===== src/rtl/uart_rx_pkg.sv =====
// Shared UART definitions: default line/clock rates and receiver FSM state encodings.
// Latency: n/a (definitions only).
// Backpressure: n/a.
package uart_rx_pkg;

    localparam int DEF_CLK_HZ       = 12_000_000;
    localparam int DEF_BIT_RATE     = 9_600;
    localparam int DEF_PAYLOAD_BITS = 8;

    typedef enum logic [2:0] {
        ST_IDLE    = 3'd0,
        ST_START   = 3'd1,
        ST_DATA    = 3'd2,
        ST_STOP    = 3'd3,
        ST_RECOVER = 3'd4
    } uart_rx_state_t;

endpackage


===== src/rtl/uart_rx_if.sv =====
// Receiver-side bundle: serial line and enable in, framed payload and status pulses out.
// Latency: n/a (wiring only).
// Backpressure: none; result pulses are fire-and-forget, consumers must sample them.
interface uart_rx_if
    import uart_rx_pkg::*;
#(
    parameter int PAYLOAD_BITS = DEF_PAYLOAD_BITS
);
    logic                    uart_rxd;
    logic                    uart_rx_en;
    logic                    uart_rx_valid;
    logic [PAYLOAD_BITS-1:0] uart_rx_data;
    logic                    uart_rx_frame_err;
    logic                    uart_rx_break;
    logic                    uart_rx_busy;

    modport master (
        input  uart_rxd, uart_rx_en,
        output uart_rx_valid, uart_rx_data, uart_rx_frame_err, uart_rx_break, uart_rx_busy
    );

    modport slave (
        output uart_rxd, uart_rx_en,
        input  uart_rx_valid, uart_rx_data, uart_rx_frame_err, uart_rx_break, uart_rx_busy
    );
endinterface


===== src/rtl/sync_2ff.sv =====
// Two-flop synchronizer for a single asynchronous bit, reset to a chosen level.
// Latency: 2 clock cycles.
// Backpressure: none.
module sync_2ff #(
    parameter logic RESET_VAL = 1'b1
) (
    input  logic clock,
    input  logic resetn,
    input  logic d,
    output logic q
);
    logic meta;

    always_ff @(posedge clock) begin
        if (!resetn) begin
            meta <= RESET_VAL;
            q    <= RESET_VAL;
        end else begin
            meta <= d;
            q    <= meta;
        end
    end
endmodule


===== src/rtl/uart_rx.sv =====
// UART receiver: N data bits, 1 stop bit, mid-bit sampling, frame error / break detect.
// Latency: valid rises HALF_BIT + (PAYLOAD_BITS+1)*CYCLES_PER_BIT + 1 cycles after leaving IDLE.
// Backpressure: none; uart_rx_en only gates acceptance of new start edges.
module uart_rx
    import uart_rx_pkg::*;
#(
    parameter int CLK_HZ       = DEF_CLK_HZ,
    parameter int BIT_RATE     = DEF_BIT_RATE,
    parameter int PAYLOAD_BITS = DEF_PAYLOAD_BITS
) (
    input  logic      clock,
    input  logic      resetn,
    uart_rx_if.master rx
);
    localparam int CYCLES_PER_BIT = CLK_HZ / BIT_RATE;
    localparam int HALF_BIT       = CYCLES_PER_BIT / 2;
    localparam int CNT_W          = $clog2(CYCLES_PER_BIT + 1);
    localparam int IDX_W          = $clog2(PAYLOAD_BITS + 1);

    localparam logic [CNT_W-1:0] BIT_LAST  = CNT_W'(CYCLES_PER_BIT - 1);
    localparam logic [CNT_W-1:0] HALF_LAST = CNT_W'(HALF_BIT - 1);
    localparam logic [IDX_W-1:0] IDX_LAST  = IDX_W'(PAYLOAD_BITS - 1);

    uart_rx_state_t          state;
    logic [CNT_W-1:0]        cnt;
    logic [IDX_W-1:0]        idx;
    logic [PAYLOAD_BITS-1:0] shreg;
    logic [PAYLOAD_BITS-1:0] data_q;
    logic                    valid_pend;
    logic                    valid_q;
    logic                    ferr_q;
    logic                    brk_q;
    logic                    rxd_s;

    sync_2ff #(
        .RESET_VAL (1'b1)
    ) u_sync (
        .clock  (clock),
        .resetn (resetn),
        .d      (rx.uart_rxd),
        .q      (rxd_s)
    );

    always_ff @(posedge clock) begin
        if (!resetn) begin
            state      <= ST_IDLE;
            cnt        <= '0;
            idx        <= '0;
            shreg      <= '0;
            data_q     <= '0;
            valid_pend <= 1'b0;
            valid_q    <= 1'b0;
            ferr_q     <= 1'b0;
            brk_q      <= 1'b0;
        end else begin
            // Good frames publish data first and raise valid one cycle later.
            valid_q    <= valid_pend;
            valid_pend <= 1'b0;
            ferr_q     <= 1'b0;
            brk_q      <= 1'b0;
            case (state)
                ST_IDLE: begin
                    if (!rxd_s && rx.uart_rx_en) begin
                        state <= ST_START;
                        cnt   <= '0;
                    end
                end
                ST_START: begin
                    if (cnt == HALF_LAST) begin
                        cnt   <= '0;
                        idx   <= '0;
                        state <= rxd_s ? ST_IDLE : ST_DATA;
                    end else begin
                        cnt <= cnt + 1'b1;
                    end
                end
                ST_DATA: begin
                    if (cnt == BIT_LAST) begin
                        cnt   <= '0;
                        shreg <= {rxd_s, shreg[PAYLOAD_BITS-1:1]};
                        idx   <= idx + 1'b1;
                        if (idx == IDX_LAST) state <= ST_STOP;
                    end else begin
                        cnt <= cnt + 1'b1;
                    end
                end
                ST_STOP: begin
                    if (cnt == BIT_LAST) begin
                        cnt <= '0;
                        if (rxd_s) begin
                            data_q     <= shreg;
                            valid_pend <= 1'b1;
                            state      <= ST_IDLE;
                        end else begin
                            ferr_q <= 1'b1;
                            brk_q  <= (shreg == '0);
                            state  <= ST_RECOVER;
                        end
                    end else begin
                        cnt <= cnt + 1'b1;
                    end
                end
                ST_RECOVER: begin
                    // Any low sample restarts the full-bit idle requirement.
                    if (!rxd_s) begin
                        cnt <= '0;
                    end else if (cnt == BIT_LAST) begin
                        cnt   <= '0;
                        state <= ST_IDLE;
                    end else begin
                        cnt <= cnt + 1'b1;
                    end
                end
                default: state <= ST_IDLE;
            endcase
        end
    end

    assign rx.uart_rx_valid     = valid_q;
    assign rx.uart_rx_data      = data_q;
    assign rx.uart_rx_frame_err = ferr_q;
    assign rx.uart_rx_break     = brk_q;
    assign rx.uart_rx_busy      = (state != ST_IDLE);

endmodule


===== src/flat_wrapper.sv =====
// flat-port wrapper written by rule: the top's interface ports become plain ports
module uart_rx_flat import uart_rx_pkg::*;
#(
    parameter int CLK_HZ       = DEF_CLK_HZ,
    parameter int BIT_RATE     = DEF_BIT_RATE,
    parameter int PAYLOAD_BITS = DEF_PAYLOAD_BITS
)
  (clock, resetn, rx_uart_rxd, rx_uart_rx_en, rx_uart_rx_valid, rx_uart_rx_data, rx_uart_rx_frame_err, rx_uart_rx_break, rx_uart_rx_busy);
  uart_rx_if #(.PAYLOAD_BITS(PAYLOAD_BITS)) rx_i ();
  input  logic clock;
  input  logic resetn;
  input wire logic [$bits(rx_i.uart_rxd)-1:0] rx_uart_rxd;
  input wire logic [$bits(rx_i.uart_rx_en)-1:0] rx_uart_rx_en;
  output wire logic [$bits(rx_i.uart_rx_valid)-1:0] rx_uart_rx_valid;
  output wire logic [$bits(rx_i.uart_rx_data)-1:0] rx_uart_rx_data;
  output wire logic [$bits(rx_i.uart_rx_frame_err)-1:0] rx_uart_rx_frame_err;
  output wire logic [$bits(rx_i.uart_rx_break)-1:0] rx_uart_rx_break;
  output wire logic [$bits(rx_i.uart_rx_busy)-1:0] rx_uart_rx_busy;
  assign rx_i.uart_rxd = rx_uart_rxd;
  assign rx_i.uart_rx_en = rx_uart_rx_en;
  assign rx_uart_rx_valid = rx_i.uart_rx_valid;
  assign rx_uart_rx_data = rx_i.uart_rx_data;
  assign rx_uart_rx_frame_err = rx_i.uart_rx_frame_err;
  assign rx_uart_rx_break = rx_i.uart_rx_break;
  assign rx_uart_rx_busy = rx_i.uart_rx_busy;
  uart_rx #(.CLK_HZ(CLK_HZ), .BIT_RATE(BIT_RATE), .PAYLOAD_BITS(PAYLOAD_BITS)) u_core (.clock(clock), .resetn(resetn), .rx(rx_i));
endmodule

===== config.mk =====
export PLATFORM = sky130hd
export DESIGN_NAME = uart_rx_flat
export DESIGN_NICKNAME = d
export VERILOG_FILES = /design/src/rtl/uart_rx_pkg.sv /design/src/rtl/uart_rx_if.sv /design/src/rtl/sync_2ff.sv /design/src/rtl/uart_rx.sv /design/src/flat_wrapper.sv
export SDC_FILE = /design/constraint.sdc
export NUM_CORES = 1
export LEC_CHECK = 0
export ABC_AREA = 1
export CAP_MARGIN = 10
export CORE_MARGIN = 2
export CORE_UTILIZATION = 61
export DETAILED_ROUTE_END_ITERATION = 7
export PLACE_DENSITY = 0.91
export SYNTH_ARGS = -nofsm -noshare
export SYNTH_HDL_FRONTEND = slang
export SYNTH_SLANG_ARGS = --single-unit

===== constraint.sdc =====
create_clock -name clock -period 4.3 [get_ports clock]
set_input_delay 0.86 -clock clock [delete_from_list [all_inputs] [get_ports clock]]
set_output_delay 0.86 -clock clock [all_outputs]
set_load 0.01 [all_outputs]

* Word-level counts from Yosys, hierarchy flattened
Index checks and enable logic that the tools add are counted.
** Cells by class
- $add $sub $neg :: 2
- Equality and inequality tests :: 14
- Mux-type cells :: 20
- Bitwise logic cells :: 3
- Reductions and logical operators :: 15
** Operator list (number)
- 11-bit 2-to-1 mux :: 4
- 11-bit case mux with 4 select lines :: 1
- 3-bit 2-to-1 mux :: 8
- 3-bit case mux with 5 select lines :: 1
- 2-bit by 1-bit inequality test with 1-bit output (second input constant) :: 6
- 11-bit by 1-bit adder with 11-bit output (second input constant) :: 1
- 11-bit by 10-bit equality test with 1-bit output (second input constant) :: 1
- 11-bit equality test (second input constant) :: 1
- 3-bit AND reduction :: 3
- 8-bit zero test :: 1
- 4-bit 2-to-1 mux :: 2
- 4-bit case mux with 2 select lines :: 1
- 7-bit AND reduction :: 1
- 3-bit by 2-bit equality test with 1-bit output (second input constant) :: 2
- 4-bit by 1-bit adder with 4-bit output (second input constant) :: 1
- 4-bit by 3-bit equality test with 1-bit output (second input constant) :: 1
- 2-bit AND reduction :: 2
- 4-bit nonzero test :: 1
- 4-bit OR reduction :: 1
- 3-bit by 1-bit equality test with 1-bit output (second input constant) :: 1
- 3-bit equality test (second input constant) :: 1
- 3-bit zero test :: 1
- 1-bit NOT :: 3
- 3-bit nonzero test :: 1
- other kinds (7) :: 8
** Storage, ports and cells
- Bits in registers :: 40
- Input bits :: 4
- Output and inout port bits :: 12
- Logic and storage cells :: 65

* Depth between registers and ports, before layout
Gate-level depths: netlist of run 1.
- Depth in word-level cells :: 4
- Gate-level depth with buffers :: 12
- Mapped depth without buffers :: 12

* Cells and area by module
Synthesis of run 1 repeated with hierarchy kept, for this count alone.
** Second synthesis, totals
- Cell total of the unflattened synthesis :: 279
- Area total of the unflattened synthesis :: 1939.4 um2
** By module, submodules not included
- uart_rx :: times used 1, cells an instance 273, area an instance 1884.3 um2, sequential area each 760.7 um2
- sync_2ff :: times used 1, cells an instance 6, area an instance 55.1 um2, sequential area each 40.0 um2

* Least setup slack after synthesis of run 1
Ideal clock, no wire load.
- Path kind :: input to register
- Start point :: input rx_uart_rx_en
- End point :: register u_core.cnt[9]
- Setup time :: 117 ps
- Arrival time :: 1485 ps
- Data required time :: 4183 ps
- Setup slack :: 2698 ps
- Cell stages on the path :: 9
- Buffers on the path :: 0
- Path through :: nand2_1 nand2_2 nand2_4 inv_2 nand3_2 nand2_4 inv_2 nand2_1 nor2_1
** On the way
- Longest elaborated chain between the ends :: 3
** RTL lines
- start, declared :: RTL line flat_wrapper.sv:13 : input wire logic [$bits(rx_i.uart_rx_en)-1:0] rx_uart_rx_en;
- 1-bit logical AND :: RTL line uart_rx.sv:63 : if (!rxd_s && rx.uart_rx_en) begin
- 2-bit by 1-bit inequality test with 1-bit output (no source line)
- 2-bit AND reduction (no source line)
- end signal, assigned :: RTL line uart_rx.sv:74 : cnt <= cnt + 1'b1;
- end signal, assigned :: RTL line uart_rx.sv:84 : cnt <= cnt + 1'b1;
- end signal, assigned :: RTL line uart_rx.sv:100 : cnt <= cnt + 1'b1;
- end, declared :: RTL line uart_rx.sv:25 : logic [CNT_W-1:0] cnt;
No other way between the ends.
A chain may end at the register's enable or synchronous reset.

* Final worst setup path of run 1
- Start point :: register u_core.state[0]
- End point :: output rx_uart_rx_busy
** On the way
- Longest elaborated chain between the ends :: 1
** RTL lines
- start, declared :: RTL line uart_rx.sv:24 : uart_rx_state_t state;
- start signal, assigned :: RTL line uart_rx.sv:72 : state <= rxd_s ? ST_IDLE : ST_DATA;
- 3-bit nonzero test :: RTL line uart_rx.sv:123 : assign rx.uart_rx_busy = (state != ST_IDLE);
- end, declared :: RTL line flat_wrapper.sv:18 : output wire logic [$bits(rx_i.uart_rx_busy)-1:0] rx_uart_rx_busy;
No other way between the ends.

==> metrics.cfg, run 1 <==
[synthesis]
synth_xor_area_share_pct=0.919
synth.distinct_cells=30
synthSimpleGateAreaFrac_pct=31.8
synthCells=258
yosysWarnings=0
synth-edff-count=0
synth_area_mm2=0.00191
synthFlopType=dfxtp_1
synth_top_family_by_area=simple AND/OR/NAND/NOR gates
ys_seq_area_share_pct=42.0
synth.net_count=266
synth-compound-area-share_pct=13.5
post_synth.cell_area_avg_um2=7.39
async_flop_share_pct=0
synth_mux_area_share_pct=0
synth_fa_ha_area_share_pct=2.63
synth_seq_cells=40

[place]
gp_congestion=0.904
placedCellCount=303
hpwl_mm=2.65
port_buffers=15

[critical_path]
ff2ff_setup_slack_ns=2.44
r2r_start=u_core.cnt[0]
start_kind=register
crit_chain=inv_1 > nand2_2 > nor2_2 > inv_1 > clkdlybuf4s50_1
slowest_delay_ns=0.52
cpMaxStageDelayCell=clkdlybuf4s50_1
r2r_cells=7
rr_endpoint=u_core.rx.uart_rx_data[6]
crit_path_end_kind=output port
cp_data_arrival_time_ns=1.61
crit_top_cell=inv_1
path_max_fanout=5
path_buf_inv=3
path_class=reg2out
crit_family=buffers and inverters
worst_ep_required_time_ns=3.44

[global_route]
antenna_found_initial=0
grt_start_max_net_pins=24
grt_overflow=0
grt_pass1_vias=1539
grt_usage_pct=23.9
grt_pass1_wl_mm=6.49

[final_layout]
layout-drive-gt1-share_pct=13.3
antenna_cells=0
mostFrequentLayoutCell=nand2_1
final_nets=285
area_growth_pct=13.3
mostFrequentLayoutCells=47 x nand2_1, 40 x dfxtp_1, 32 x inv_1, 30 x nor2_1, 23 x a21oi_1
stdcell_count=311

[clock_tree]
post_cts_buffers=0
cts_tree=done
clock_sink_count=40
clock_latency_ns=0.36
clockBufferDepth=2
cts-resized-gates=0
ctsRootBufferMaster=clkbuf_4
hold_buffers=0
numCtsBuffers=5
cts.reportedPaths.clkPinSlew_ns=0.13
cts-htree-levels=2

[power_and_ir_drop]
p_sw_w=0.000303
finalPower_w=0.000902
switching_share_pct=33.6
power_density_mw_per_mm2=418
leakage_nw=0.824
clockPowerShare_pct=29.5
seq_power_share_pct=44.5
p_int_w=0.000599
vdd_drop_max_v=0.000260
pwr-share-comb_pct=26.0

[worst_hold_path]
hold_path.class=reg2reg
whs_path_depth=2
hold_start=u_core.valid_pend
whs_endpoint=u_core.rx.uart_rx_valid

[sta]
hold_viol=0
maxSlewHeadroom_pct=59.5
rsz0062_at_grt=false
skew_ns=0.0168
worst_pin_slew_ns=0.606
finalCritPeriodShare_pct=57.4
min_period_ns=2.47
max_freq_mhz=405
fin_tns_setup_ns=0
finalMaxSlewViolations=0
setup_violations=0
fin_hold_ws_ns=0.447

[route]
ant_nets=0
wire_per_inst_um=11.9
first_pass_iters=4
drc_errors=0
drtIter0Drc=85
routed_wl_mm=3.71
num_vias=1661
vias_per_cell=5.34

[outcome]
status=finished clean

[floorplan]
die_w_um=59.9
die_y_um=59.9
die_area_mm2=0.00359
core_mm2=0.00300
start_util_pct=63.5
pin_count=16
rows=20

[flow_run]
drv_cap=0

==> area by class of cell <==
type                    instances  area [µm²]
clock inverters                 2        38.8
fillers                       228         843
clock buffers                   6        51.3
well taps                      33        41.3
flip-flops and latches         40         801
inverters                      37         139
multi-input cells             177         931
repair buffers                 16         158
==> cell families (layout without fill, tap and decap cells) <==
family	after synthesis	in the layout
buffers and inverters	41	61
adder cells (fa/ha/maj)	4	4
AO/OA/AOI/OAI	48	48
AND/OR/NAND/NOR	123	123
flip-flops	40	40
XOR/XNOR	2	2
==> Yosys cell counts (all sizes together), types with 3 or more instances <==
library cell  count  area share [%]
o21ai            21             5.9
nor3              8             2.7
dfxtp            40              42
a21oi            25             7.0
ha                4             2.6
buf               3             1.6
inv              37             7.3
nand3            13             4.3
nand2            54              12
nor4              4             1.3
nand4             4             1.3
nor2             36             8.4
==> worst min-delay path, delay by kind of cell (launching register included) <==
family	cells	cell delay [ns]
flops	1	0.33
buf+inv	1	0.03
simple gates	1	0.06
==> state kept, by name, summed over array words and instances, names as in the netlist <==
| signal | cells |
|---|---|
| u_core.shreg | 8 |
| u_core.idx | 4 |
| u_core.rx.uart_rx_frame_err | 1 |
| u_core.state | 3 |
| u_core.valid_pend | 1 |
| u_core.u_sync.meta | 1 |
| u_core.cnt | 11 |
| u_core.rx.uart_rx_data | 8 |
| u_core.u_sync.q | 1 |
| u_core.rx.uart_rx_valid | 1 |
| u_core.rx.uart_rx_break | 1 |
==> worst max path at each step <==
stage | startpoint | to | cells after the start | slack, ns
5_1_grt | u_core.state[0] | rx_uart_rx_busy | 5 | 1.78
6_report | u_core.state[0] | rx_uart_rx_busy | 5 | 1.83
3_5_place_dp | resetn | u_core.rx.uart_rx_break | 5 | 1.99
3_3_place_gp | resetn | u_core.rx.uart_rx_break | 5 | 2.03
2_1_floorplan | rx_uart_rx_en | u_core.cnt[9] | 9 | 2.70
4_1_cts | u_core.state[0] | rx_uart_rx_busy | 5 | 1.84
==> through the flow <==
stage / cell area (µm²) / worst slack [ns] / utilization, %
after floorplan: 1910 / 2.70 / -
after global placement: 2070 / 2.03 / 68.9
after detailed placement: 2070 / 1.99 / 68.9
after CTS: 2160 / 1.84 / 71.9
after global routing: 2160 / 1.78 / 71.9
final: 2160 / 1.83 / 71.9
==> per-layer routing <==
metal | wire length [µm] | global-route usage, % | share of wire, % | vias to the layer above
met4 | 53 | 10.5 | 1.4 | 0
met2 | 1750 | 36.5 | 47 | 36
met3 | 193 | 6.93 | 5.2 | 6
met1 | 1710 | 31.3 | 46 | 748
li1 | - | - | - | 871
met5 | 0 | 0 | 0 | -
==> power by group through the flow <==
stage / registers, W / clock network, W / logic (W)
3_3_place_gp: 0.000409 / 0 / 0.000226
6_report: 0.000402 / 0.000266 / 0.000234
4_1_cts: 0.000401 / 0.000270 / 0.000235
2_1_floorplan: 0.000405 / 0 / 0.000184
5_1_grt: 0.000404 / 0.000283 / 0.000268
3_5_place_dp: 0.000409 / 0 / 0.000234
Power figures use the tool's default switching activity.
==> run 2, diff against run 1 <==
--- a/config.mk
+++ b/config.mk
@@ -8,9 +8,9 @@
 export ABC_AREA = 1
 export CAP_MARGIN = 10
 export CORE_MARGIN = 2
-export CORE_UTILIZATION = 61
+export CORE_UTILIZATION = 51
 export DETAILED_ROUTE_END_ITERATION = 7
-export PLACE_DENSITY = 0.91
+export PLACE_DENSITY = 0.82
 export SYNTH_ARGS = -nofsm -noshare
 export SYNTH_HDL_FRONTEND = slang
 export SYNTH_SLANG_ARGS = --single-unit
==> constraint.sdc (replaced) <==
create_clock -name clock -period 2 [get_ports clock]
set_input_delay 0.4 -clock clock [delete_from_list [all_inputs] [get_ports clock]]
set_output_delay 0.4 -clock clock [all_outputs]
set_load 0.01 [all_outputs]
==> run 2 against run 1 <==
  * Critical endpoint unchanged
  * Critical path depth stayed put
  * Register-to-register slack got worse by 2.2 ns
  * Cell count is 5.1% higher
  * Total power rose by 130%
  * Clock power grew to 2.5 times the previous value
  * Via count is 0.60% lower
  * Combinational power rose by 120%
  * Routed wire length barely moved
  * Setup slack worse by 1.8 ns
  * Hold slack got worse by 0.011 ns
  * First-iteration DRC count rose by 8.2%
  * Clock-buffer cell count decreased by 1
==> metrics.cfg, run 2 (synthesis gave the netlist of run 1 again) <==
[power_and_ir_drop]
leakage_nw=0.836
power_density_mw_per_mm2=921
p_sw_w=0.000671
pwr-share-comb_pct=24.8
switching_share_pct=32.9
vdd_drop_max_v=0.000590
clockPowerShare_pct=32.8
seq_power_share_pct=42.4
finalPower_w=0.00204
p_int_w=0.00137

[final_layout]
n_fill_cell=324
layout-drive-gt1-share_pct=14.0
post-route-util_pct=60.9
antenna_cells=0
mostFrequentLayoutCell=nand2_1
final_nets=286
mostFrequentLayoutCells=47 x nand2_1, 39 x dfxtp_1, 32 x inv_1, 30 x nor2_1, 23 x a21oi_1
area_growth_pct=16.1
seq_area_um2=802
largest_reg_flops=11
multi_input_area_um2=931
regMostFlops=u_core.cnt

[sta]
fin_hold_ws_ns=0.436
max_freq_mhz=519
skew_ns=0.00380
rsz0062_at_grt=false
finalMaxSlewViolations=0
finalCritPeriodShare_pct=96.4
hold_viol=0
maxSlewHeadroom_pct=70.5
setup_violations=0
min_period_ns=1.93
fin_tns_setup_ns=0
worst_pin_slew_ns=0.441

[floorplan]
start_util_pct=52.4
pin_count=16
die_y_um=65.1
die_w_um=65.1
rows=22
die_area_mm2=0.00424
core_mm2=0.00363

[critical_path]
r2r_start=u_core.cnt[0]
path_buf_inv=3
slowest_delay_ns=0.52
crit_family=buffers and inverters
endpoint=rx_uart_rx_busy
rr_endpoint=u_core.shreg[7]
cp_data_arrival_time_ns=1.53
cpMaxStageDelayCell=clkdlybuf4s50_1
crit_path_end_kind=output port
worstSetupPathDepth=5
start_kind=register
r2r_cells=8
critPathLaunch=u_core.state[2]
path_max_fanout=5
crit_chain=inv_2 > nand2_2 > nor2_2 > inv_1 > clkdlybuf4s50_1
ff2ff_setup_slack_ns=0.24
path_class=reg2out
worst_ep_required_time_ns=1.60

[route]
first_pass_iters=4
drc_errors=0
wire_per_inst_um=11.3
routed_wl_mm=3.71
num_vias=1651
vias_per_cell=5.05
ant_nets=0
drtIter0Drc=92

[place]
port_buffers=15
gp_congestion=0.862
hpwl_mm=2.73

[outcome]
status=finished clean

[clock_tree]
clock_latency_ns=0.29
cts.reportedPaths.clkPinSlew_ns=0.08
clock_sink_count=40
cts_tree=done
numCtsBuffers=5
cts-htree-levels=2
clockBufferDepth=2
ctsRootBufferMaster=clkbuf_8
post_cts_buffers=0

[flow_run]
drv_cap=0

[global_route]
grt_pass1_wl_mm=6.48
grt_start_max_net_pins=23
antenna_found_initial=0
grt_usage_pct=19.7
grt_overflow=0
grt_pass1_vias=1530

[worst_hold_path]
hold_path.class=reg2reg
hold_start=u_core.valid_pend

[run 2: timing repair]
| item | in CTS | in global routing |
|---|---|---|
| gates resized for setup | 0 | 1 |
| setup endpoints to repair | 0 | 1 |
| hold buffers | 0 | 0 |
| hold endpoints to repair | 0 | 0 |
[run 2: worst min-delay path by stage]
stage / to / cells past startpoint
finish: u_core.rx.uart_rx_valid / 2
detailed placement: u_core.u_sync.q / 1
global placement: u_core.rx.uart_rx_valid / 2
CTS: u_core.rx.uart_rx_valid / 2
floorplan: u_core.rx.uart_rx_valid / 2
global route: u_core.rx.uart_rx_valid / 2
[run 2: cell type report]
type,count,area share [%]
clock buffer,5,3.11
clock inverter,3,2.09
inverter,37,6.28
multi-input combinational,177,42.1
sequential,40,36.3
tap,48,2.71
timing repair buffer,17,7.47
[run 2: metal layers]
layer | vias up | GRT usage [%] | share of wire [%]
met5 | - | 0 | 0
met4 | 0 | 7.03 | 1.6
met3 | 5 | 4.62 | 4.3
met2 | 33 | 32.9 | 46
met1 | 740 | 24.9 | 48
li1 | 873 | - | -
[run 2: tightest hold or removal path: stages, from the launching register on]
cell and delay (ns):
dfxtp_1 0.31, nand2_1 0.06, inv_1 0.03
[run 2: through the flow]
stage          cells  worst slack [ns]  area, µm²
2_1_floorplan    258             0.566       1910
3_3_place_gp     319             0.314       2100
3_5_place_dp     319             0.295       2100
4_1_cts          327            0.0890       2210
5_1_grt          327            0.0130       2210
6_report         327            0.0714       2210
[run 2: power groups by stage]
stage / Clock (W) / Sequential (W) / Combinational, W
final: 0.000668 / 0.000865 / 0.000505
after global routing: 0.000715 / 0.000868 / 0.000584
after CTS: 0.000682 / 0.000861 / 0.000502
after global placement: 0 / 0.000879 / 0.000490
after detailed placement: 0 / 0.000879 / 0.000499
after floorplan: 0 / 0.000871 / 0.000396
==> run 3, diff against run 2 <==
--- a/config.mk
+++ b/config.mk
@@ -11,6 +11,7 @@
 export CORE_UTILIZATION = 51
 export DETAILED_ROUTE_END_ITERATION = 7
 export PLACE_DENSITY = 0.82
+export SKIP_LAST_GASP = 1
 export SYNTH_ARGS = -nofsm -noshare
 export SYNTH_HDL_FRONTEND = slang
 export SYNTH_SLANG_ARGS = --single-unit
==> results of run 3 <==
Final layout, timing and power as in run 2 (identical DEF).
==> edit 1 (settings of run 2) <==
Reset style: asynchronous (`resetn`), changed in 2 clocked blocks.
--- a/src/rtl/sync_2ff.sv
+++ b/src/rtl/sync_2ff.sv
@@ -11,7 +11,7 @@
 );
     logic meta;
 
-    always_ff @(posedge clock) begin
+    always_ff @(posedge clock or negedge resetn) begin
         if (!resetn) begin
             meta <= RESET_VAL;
             q    <= RESET_VAL;
--- a/src/rtl/uart_rx.sv
+++ b/src/rtl/uart_rx.sv
@@ -41,7 +41,7 @@
         .q      (rxd_s)
     );
 
-    always_ff @(posedge clock) begin
+    always_ff @(posedge clock or negedge resetn) begin
         if (!resetn) begin
             state      <= ST_IDLE;
             cnt        <= '0;
Function: differs if resetn is asserted again (counterexample within 4 cycles, from zero or initial values and one cycle with resetn low); with resetn held inactive, the same outputs for 10 cycles.
==> edit 1 against run 2 <==
  * Worst setup slack improved by 0.098 ns
  * Global-route usage increased by 0.43 points
  * Final area increased by 4.2%
  * Synthesized area increased by 4.6%
  * Total power increased by 11%
  * Fmax increased by 5.3%
  * Sequential cell count unchanged
  * Routed wire length decreased by 2.4%
  * Critical path type unchanged
  * Critical endpoint unchanged
==> edit 1: results (changes against run 2) <==
| Metric | Value |
|---|---|
| Status | `complete, no violations (unchanged)` |
| Seq group | `0.938 mW (was 0.865 mW)` |
| Cell count after synthesis | `233 (was 258)` |
| Area grow syn2layout | `15.6% (was 16.1%)` |
| DRT iter0 DRCs | `142 (was 92)` |
| Power Total | `2.25 mW (was 2.04 mW)` |
| Total track usage | `0.201 (was 0.197)` |
| Main synth FF type | `dfrtp_1 (was dfxtp_1)` |
| Routability cong. | `0.870 (was 0.862)` |
| Crit path from | `u_core.state[1] (was u_core.state[2])` |
| WL final | `3620 microns (was 3710 microns)` |
| Synth unique cells | `29 (was 30)` |
| Largest net degree at the start of global routing | `24 (was 23)` |
| Top post-synthesis cells by count | `nand2_1 (60), dfrtp_1 (38), inv_1 (29) (was nand2_1 (47), dfxtp_1 (40), inv_1 (32))` |
| Dpl hpwl | `2700 microns (was 2730 microns)` |
| Final net count | `262 (was 286)` |
| Post-Place Cell Area | `2180 sq um (was 2100 sq um)` |
| Seq/Total Area, Yosys | `0.503 (was 0.420)` |
| Layout filler cell count | `314 (was 324)` |
| HP Class | `in -> async (was reg -> reg)` |
| R2R Setup Slk | `0.31 ns (was 0.24 ns)` |
| Ys async rst share | `1.00 (was 0)` |
| Worst EP arrival | `1.43 ns (was 1.53 ns)` |
| Maximum vdd drop | `554 uV (was 590 uV)` |
| Max FO, Critical Path | `7 (was 5)` |
| Psw | `0.769 mW (was 0.671 mW)` |
| Layout cells sized above 1 | `0.145 (was 0.140)` |
| Leakage | `1.11 nW (was 0.836 nW)` |
| Routed WL per cell | `12.0 microns (was 11.3 microns)` |
| Synthesized net count | `241 (was 266)` |
edit 1: cell types whose count changed after synthesis, moves of 4 or more:
cell,delta
dfxtp_1,-40
dfrtp_1,+38
a21oi_1,-23
nand2_1,+13
nor2_1,-11
o21ai_1,+10
o21ai_0,-9
o21ai_2,+6
nand3_1,+5
inv_2,-4
o21bai_1,+4
edit 1: area by class of cell:
| cell class | count | share of cell area |
|---|---|---|
| Clock buffer | 6 | 0.0358 |
| Clock inverter | 2 | 0.0168 |
| Inverter | 31 | 0.0510 |
| Multi-Input combinational cell | 159 | 0.365 |
| Sequential cell | 40 | 0.435 |
| Tap cell | 48 | 0.0261 |
| Timing Repair Buffer | 17 | 0.0695 |
edit 1: routing by layer:
layer,vias up,part of all wire,GRT usage
met5,-,0,0
met4,0,0.023,0.0995
met3,9,0.049,0.0456
met2,39,0.45,0.306
met1,695,0.48,0.269
li1,784,-,-
edit 1: how the worst max path moves through the flow:
stage	cells past startpoint	slack (ns)	endpoint
6_report	3	0.17	rx_uart_rx_busy
5_1_grt	3	0.09	rx_uart_rx_busy
4_1_cts	3	0.16	rx_uart_rx_busy
3_5_place_dp	9	0.32	u_core.rx.uart_rx_data[0]
3_3_place_gp	9	0.35	u_core.cnt[10]
2_1_floorplan	10	0.53	u_core.rx.uart_rx_data[3]
edit 1: cells by family (layout without fill, tap and decap cells):
group / count (synthesis) / after routing / synth area share
simple gates: 117 / 117 / 0.271
flops: 40 / 40 / 0.503
compound gates: 34 / 34 / 0.109
buf+inv: 34 / 56 / 0.0741
fa+ha+maj: 4 / 4 / 0.0251
xor+xnor: 4 / 4 / 0.0176
==> edit 2 (flow settings as in run 2) <==
Without the edit above. Change the package constant `DEF_CLK_HZ` from 12_000_000 to 48_000_000.
--- a/src/rtl/uart_rx_pkg.sv
+++ b/src/rtl/uart_rx_pkg.sv
@@ -3,7 +3,7 @@
 // Backpressure: n/a.
 package uart_rx_pkg;
 
-    localparam int DEF_CLK_HZ       = 12_000_000;
+    localparam int DEF_CLK_HZ       = 48_000_000;
     localparam int DEF_BIT_RATE     = 9_600;
     localparam int DEF_PAYLOAD_BITS = 8;
 
Formal check against the unedited RTL: same outputs for any inputs over 10 cycles, from zero or initial values and one cycle with resetn low; that may be too few to reach the edited logic, so the function may still have changed.
==> edit 2 against run 2 <==
  * Final area rose by 3.5%
  * Synthesized area rose by 4.0%
  * Count of clock-buffer cells in the layout rose by 1
  * First-iteration DRC count rose by 140%
  * Global-route usage rose by 1.2 points
  * Sequential cell count rose by 2
  * Total power rose by 17%
  * Via count rose by 7.4%
  * Routed wire length rose by 9.0%
  * Sequential power rose by 9.5%
  * Non-clock buffer count rose by 1
  * Worst setup slack improved by 0.067 ns
  * Synthesized cell count rose by 6.2%
  * Critical endpoint unchanged
==> edit 2: results (changes against run 2) <==
| Metric | Value |
|---|---|
| First-pass iteration count of the detailed router | `4 (unchanged)` |
| Status | `complete, no violations (unchanged)` |
| Reg2reg start | `u_core.cnt[0] (unchanged)` |
| Quantity of hold-fixing buffers added after cts | `0 (unchanged)` |
| Clock-pin transition on the worst setup and hold timing paths | `0.07 ns` |
| Worst clock skew | `0.00507 ns (was 0.00380 ns)` |
| Hold Crit Endpoint | `u_core.u_sync.q (was u_core.rx.uart_rx_valid)` |
| Slew headroom | `0.770 (was 0.705)` |
| Routability cong. | `0.907 (was 0.862)` |
| Clock Tree Buf Depth | `2 (unchanged)` |
| Max FO, Critical Path | `6 (was 5)` |
| WL final | `4040 microns (was 3710 microns)` |
| Total track usage | `0.209 (was 0.197)` |
| Synthesized net count | `280 (was 266)` |
| Max FFs per register | `13 (was 11)` |
| R2r endpoint | `u_core.state[2] (was u_core.shreg[7])` |
| HP Class | `reg -> reg (unchanged)` |
| Hold depth | `1 (was 2)` |
| HP Start | `u_core.u_sync.meta (was u_core.valid_pend)` |
| Synth unique cells | `31 (was 30)` |
| DRT iter0 DRCs | `222 (was 92)` |
| Via count | `1773 (was 1651)` |
| Most area-consuming cells after synthesis | `dfxtp_1 (42%), nand2_1 (9.7%), inv_1 (6.4%), a21oi_1 (6.1%), nor2_1 (6.1%) (was dfxtp_1 (42%), nand2_1 (9.3%), inv_1 (6.3%), a21oi_1 (6.0%), nor2_1 (5.9%))` |
| CTS resizes | `0 (unchanged)` |
| R2R Setup Slk | `0.31 ns (was 0.24 ns)` |
| Leakage | `0.886 nW (was 0.836 nW)` |
| Ys async rst share | `0 (unchanged)` |
| Final-report hold violation count | `0 (unchanged)` |
| Reg with most FFs | `u_core.cnt (unchanged)` |
| Largest net degree at the start of global routing | `17 (was 23)` |
| Dpl hpwl | `2880 microns (was 2730 microns)` |
| Layout filler cell count | `331 (was 324)` |
| TritonCTS buffer count | `5 (unchanged)` |
| Postcts setup bufs | `0 (unchanged)` |
| H-tree depth | `2 (unchanged)` |
| Reg2reg path depth | `10 (was 8)` |
| Seq/Total Area, Yosys | `0.424 (was 0.420)` |
| Skew-Pair Late Insertion Delay | `around 0.3 ns` |
| Number of antenna-violating nets in the routed design | `0 (unchanged)` |
| Layout cells sized above 1 | `0.119 (was 0.140)` |
| Psw | `0.901 mW (was 0.671 mW)` |
| Global-route wire length before repair | `7110 microns (was 6480 microns)` |
| Top post-synthesis cells by count | `nand2_1 (51), dfxtp_1 (42), inv_1 (34) (was nand2_1 (47), dfxtp_1 (40), inv_1 (32))` |
| # port buffers | `15 (unchanged)` |
| Max Cap Viol | `0 (unchanged)` |
| Synth warnings | `0 (unchanged)` |
| Maximum vdd drop | `926 uV (was 590 uV)` |
| Vias in the first global route | `1702 (was 1530)` |
| Ant. Diodes | `0 (unchanged)` |
| Final net count | `300 (was 286)` |
| Initial antenna violation count | `0 (unchanged)` |
| Root Buffer | `clkbuf_8 (unchanged)` |
| Worst EP arrival | `1.46 ns (was 1.53 ns)` |
## edit 2: changes by cell type after synthesis, sizes merged, moves of 2 or more
cell	run 2	this run
ha	4	2
nor2	36	38
dfxtp	40	42
nand2	54	56
nor3	8	15
o21ai	21	23
inv	37	39
## edit 2: routing by layer
layer,track usage,wire length (microns),up-vias,part of all wire
li1,-,-,933,-
met1,0.256,1870,793,0.46
met2,0.348,1950,43,0.48
met3,0.0460,188,4,0.046
met4,0.0944,36,0,0.0089
met5,0,0,-,0
## edit 2: per-stage QoR
stage	hold WS (ns)	utilization	cell area [sq um]	cells	worst slack, ns
2_1_floorplan	0.390	-	1980	274	0.522
3_3_place_gp	0.395	0.591	2180	335	0.210
3_5_place_dp	0.401	0.591	2180	335	0.123
4_1_cts	0.421	0.621	2290	343	0.140
5_1_grt	0.430	0.621	2290	343	0.0758
6_report	0.419	0.621	2290	343	0.139
## edit 2: worst max path at each step
stage | start | to
after floorplan | u_core.cnt[0] | u_core.state[2]
after global placement | rx_uart_rx_en | u_core.cnt[11]
after detailed placement | rx_uart_rx_en | u_core.cnt[9]
after CTS | u_core.state[0] | rx_uart_rx_busy
after global routing | u_core.state[0] | rx_uart_rx_busy
final | u_core.state[0] | rx_uart_rx_busy
## edit 2: cell type report
cell class              count  area, sq um  share of cell area
flip-flops and latches     42          841               0.367
clock inverters             2         37.5              0.0164
well taps                  48         60.1              0.0262
repair buffers             18          173              0.0754
multi-input cells         188          960               0.419
clock buffers               6         72.6              0.0317
inverters                  39          146              0.0639
## edit 2: cells by family after synthesis
kind of cell / count (synthesis) / share of synthesized area
DFF: 42 / 0.424
buffers and inverters: 44 / 0.0915
xor gates and xnor gates: 1 / 0.00442
adders and majority gates: 2 / 0.0126
AOI/OAI and AO/OA: 53 / 0.143
and+or+nand+nor: 132 / 0.325
## edit 2: critical path, cell delays in order, from the launching register on
cell and delay [ns]:
dfxtp_1 0.46, nor2_1 0.11, nand2_1 0.07, clkdlybuf4s50_1 0.52
## edit 2: power by group through the flow
stage	registers (mW)	clock network, mW	logic, mW
after floorplan	0.946	0	0.595
after global placement	0.959	0	0.751
after detailed placement	0.963	0	0.761
after CTS	0.944	0.671	0.785
after global routing	0.953	0.699	0.895
final	0.947	0.656	0.791
